`config.mk`:
```
export PLATFORM = sky130hd
export DESIGN_NAME = jk_output_monitor
export DESIGN_NICKNAME = d
export VERILOG_FILES = /design/src/rtl/jk_output_monitor.sv
export SDC_FILE = /design/constraint.sdc
export NUM_CORES = 1
export LEC_CHECK = 0
export ABC_AREA = 1
export CAP_MARGIN = 10
export CORE_ASPECT_RATIO = 0.9
export CORE_MARGIN = 3
export CORE_UTILIZATION = 45
export CTS_BUF_LIST = sky130_fd_sc_hd__clkbuf_4
export CTS_CLUSTER_SIZE = 28
export DETAILED_ROUTE_END_ITERATION = 7
export PLACE_DENSITY = 0.71
export SYNTH_ARGS = -nofsm -noshare
export SYNTH_HDL_FRONTEND = slang
export SYNTH_SLANG_ARGS = --single-unit
```
`constraint.sdc`:
```
create_clock -name clk -period 1.56 [get_ports clk]
set_input_delay 0.39 -clock clk [delete_from_list [all_inputs] [get_ports clk]]
set_output_delay 0.39 -clock clk [all_outputs]
set_load 0.05 [all_outputs]
```
`src/rtl/jk_output_monitor.sv`:
```
// Monitor for the JK-flop FSM output: edge pulses, toggle count, run length,
// stuck alarm and overlapping "1011" detector. Optional macro: JK_MONITOR_STICKY_STUCK_EN.
module jk_output_monitor #(
  parameter int CNT_W       = 8,
  parameter int STUCK_LIMIT = 16
) (
  input  logic             clk,
  input  logic             reset,
  input  logic             y_in,
  input  logic             clr,
  output logic             rise_pulse,
  output logic             fall_pulse,
  output logic [CNT_W-1:0] run_len,
  output logic [CNT_W-1:0] toggle_cnt,
  output logic             stuck_flag,
  output logic             seq_det
);

  typedef enum logic [1:0] {S_IDLE, S_1, S_10, S_101} seq_t;

  localparam logic [CNT_W-1:0] CNT_MAX = '1;
  localparam logic [CNT_W-1:0] LIMIT   = CNT_W'(STUCK_LIMIT);

  seq_t state, state_nxt;
  logic y_q;
  logic primed;
  logic edge_seen;
  logic seq_hit;
  logic stuck_cmp;

  assign edge_seen = primed & (y_in ^ y_q);
  assign stuck_cmp = (run_len >= LIMIT);

  always_comb begin
    state_nxt = state;
    seq_hit   = 1'b0;
    if (clr) begin
      state_nxt = S_IDLE;
    end else if (primed) begin
      case (state)
        S_IDLE: state_nxt = y_in ? S_1 : S_IDLE;
        S_1:    state_nxt = y_in ? S_1 : S_10;
        S_10:   state_nxt = y_in ? S_101 : S_IDLE;
        S_101: begin
          // Overlap: the trailing 1 of "1011" starts the next match.
          state_nxt = y_in ? S_1 : S_10;
          seq_hit   = y_in;
        end
        default: state_nxt = S_IDLE;
      endcase
    end
  end

  always_ff @(posedge clk) begin
    if (reset) state <= S_IDLE;
    else       state <= state_nxt;
  end

  always_ff @(posedge clk) begin
    if (reset) begin
      y_q        <= 1'b0;
      primed     <= 1'b0;
      rise_pulse <= 1'b0;
      fall_pulse <= 1'b0;
      run_len    <= '0;
      toggle_cnt <= '0;
      seq_det    <= 1'b0;
    end else begin
      // y_q tracks y_in even under clr so no false edge appears afterwards.
      y_q <= y_in;
      if (clr) begin
        rise_pulse <= 1'b0;
        fall_pulse <= 1'b0;
        toggle_cnt <= '0;
        seq_det    <= 1'b0;
        run_len    <= primed ? CNT_W'(1) : '0;
      end else if (!primed) begin
        primed     <= 1'b1;
        run_len    <= CNT_W'(1);
        rise_pulse <= 1'b0;
        fall_pulse <= 1'b0;
        seq_det    <= 1'b0;
      end else begin
        rise_pulse <= y_in & ~y_q;
        fall_pulse <= ~y_in & y_q;
        seq_det    <= seq_hit;
        if (edge_seen) begin
          run_len <= CNT_W'(1);
          if (toggle_cnt != CNT_MAX) toggle_cnt <= toggle_cnt + 1'b1;
        end else if (run_len != CNT_MAX) begin
          run_len <= run_len + 1'b1;
        end
      end
    end
  end

`ifdef JK_MONITOR_STICKY_STUCK_EN
  logic stuck_q;

  always_ff @(posedge clk) begin
    if (reset || clr)   stuck_q <= 1'b0;
    else if (stuck_cmp) stuck_q <= 1'b1;
  end

  assign stuck_flag = stuck_q | stuck_cmp;
`else
  assign stuck_flag = stuck_cmp;
`endif

endmodule

```
==> metrics.txt <==
Root Driver=clkbuf_4; Seq/Total Area, Yosys=around 41%; CTS tree=built; max capacitance violation total=0; Lkg Pwr=0.680 nW; global route total overflow=0; # H-tree levels=1; routed len/inst=11.9 µm; CTS max path bufs=2; Sink Count=23; setup TNS=0 ps; Reg area=468 µm²; Yosys reg bits=23; Post-Synthesis Cells=around 150; final cell count without fillers=approximately 210; Crit path largest cell delay=between 300 and 400 ps; RSZ-0062 raised after global routing=false; fin crit share=94.9%; vias in the first global route=915; Routed WL=2480 µm; Post-Synthesis Net Count=158; final layout net count=approximately 190; pre-CTS setup slack=-442 ps; IO Count=24; CTS buffer count=3; core area=2280 µm²; Final setup viols=0; Synth Warn #=0; # DRC=0; die area=3160 µm²; Clock Latency Late Sink=320 ps; max_slew headroom=a little under 80%; DR pass1 iterations=4; Final Instance Area=1710 µm²; fillcell total=183; critical path endpoint category=output pin; outcome=completed; antenna cell count=0; WS Path Type=reg -> out; P&R area growth vs syn=51.4%; DRT iter0 DRCs=26; Crit path arrival time=1090 ps; pwr/cell area=599 nW/µm²; slowest CP cell=dfxtp_2; max-slew violations=0; synthesized area per cell=7.60 µm²; worst-path maximum fanout=6; GP Congestion=0.829; Hold Crit Class=in -> reg; die extent in x=58.9 µm; placed cell count=203; critical path's top delay family=flip-flops; clk slew on worst S/H paths=between 100 and 150 ps; Fmax=675 MHz; DRT antenna net count=0; crit-path cells=nor2_1 -> nand3_2 -> buf_12; Tot GR Track Use=between 10% and 20%; crit path buf inv count=1; Detailed Place HPWL=1920 µm; antenna violations before repair=0; Worst-Margin Slew=approximately 340 ps; Post-Syn Area=1130 µm²; Port Buf Inserts=23; Max IR drop VDD=roughly 0.67 mV; Multi-input gate area=between 600 and 700 µm²; critical path launch point type=register; synth unique cells=26; Initial Utilization=between 40% and 50%; min Tclk post-route=~1500 ps; largest net degree at the start of global routing=13; placement-stage cell area=1640 µm²; Via-to-Cell Ratio=a little over 5; hold slack=about 350 ps; CP required=1170 ps; final hold violation count=0; layout cell share with drive strength beyond 1=between 30% and 40%; Die H=53.6 µm; cell row count=16; skew final=4.37 ps; Worst Slack Setup Final=between 70 and 80 ps; global-route wire length before repair=just over 4000 µm; total number of vias=1064
stage by stage:
stage | util [%] | total power, W
2_1_floorplan | - | 0.000680
3_3_place_gp | 71.7 | 0.000729
3_5_place_dp | 71.7 | 0.000733
4_1_cts | 74.5 | 0.00103
5_1_grt | 75.1 | 0.00106
6_report | 75.1 | 0.00103
area by class of cell:
class,count,area share [%]
Sequential cell,23,27.3
Inverter,20,4.53
Clock buffer,4,1.75
Timing Repair Buffer,28,27.4
Multi-Input combinational cell,106,37.0
Tap cell,27,1.97
sequential cells by signal, indices dropped and copies added (netlist names):
signal	count
y_q	1
seq_det	1
primed	1
run_len	8
state	2
toggle_cnt	8
rise_pulse	1
fall_pulse	1
path summary, 6_finish.rpt:
path	startpoint	end	slack [ps]	cells after the start
min	y_in	y_q	350	3
min reg2reg	state[1]	seq_det	480	2
max reg2reg	run_len[0]	run_len[4]	180	7
max	run_len[4]	stuck_flag	80	3
kinds of logic (layout without fill, tap and decap cells):
kind of cell	Yosys count	count (layout)	share of synthesized area [%]
AND/OR/NAND/NOR	79	79	35.7
adder cells (fa/ha/maj)	5	5	5.52
flip-flops	23	23	40.7
XOR/XNOR	2	2	1.55
buffers and inverters	20	52	6.85
AO/OA/AOI/OAI	20	20	9.73
worst register-to-register path, stage by stage (launching register included):
cell	delay [ps]
dfxtp_2	410
ha_1	200
nand3_1	160
nor2_2	210
nand3_4	130
nand3_1	90
nand2_1	70
nor2_2	70
routing by layer:
layer,up-vias,routed length (µm),global-route usage [%]
met4,0,21,2.26
met5,-,0,0
li1,549,-,-
met2,36,1150,28.7
met3,2,148,5.28
met1,477,1160,22.4
timing repair:
action / CTS / global route
gates resized for setup: 5 / 6
endpoints found under the setup margin: 10 / 8
hold endpoints to repair: 0 / 0
gates cloned: 0 / 0
pin swaps: 2 / 3
hold buffers: 0 / 0
buffers inserted: 0 / 1
power by group:
group	switching, W	leakage [nW]	total [W]	internal (W)
clock network	0.000181	0.0184	0.000299	0.000118
registers	0.0000124	0.189	0.000610	0.000597
logic	0.0000670	0.473	0.000119	0.0000518
total	0.000261	0.680	0.00103	0.000767
synth_stat cells:
cell       n  area [µm²]
a31oi_1    1        6.26
nand2_1   27         101
xor2_1     2        17.5
nand2_4    1        11.3
and3_1     2        12.5
nand3_1   12        60.1
nor2_4     5        56.3
nand2_2    1        6.26
nor3_1     3        15.0
ha_1       5        62.6
or2_2      1        6.26
inv_2      1        3.75
a211oi_1   1        7.51
nor3_2     1        10.0
inv_1     18        67.6
nor2_2     3        18.8
a21boi_1   1        7.51
inv_4      1        6.26
nand3_2    2        20.0
o21ai_2    1        8.76
nor2_1    19        71.3
a21oi_1    8        40.0
o21ai_0    6        30.0
o21ai_1    2        10.0
dfxtp_1   23         460
nand3b_1   2        15.0
cell usage in the layout (no fill, tap or decap), types with 3 or more instances in the layout:
cell type	n
a21oi_1	8
buf_12	20
buf_4	5
clkbuf_4	4
dfxtp_1	17
dfxtp_2	6
ha_1	4
inv_1	16
inv_2	3
nand2_1	27
nand3_1	11
nor2_1	18
nor2_2	3
nor2_4	6
nor3_1	3
o21ai_0	5
o21ai_1	3
No activity file was read; power rests on OpenSTA's default activity.
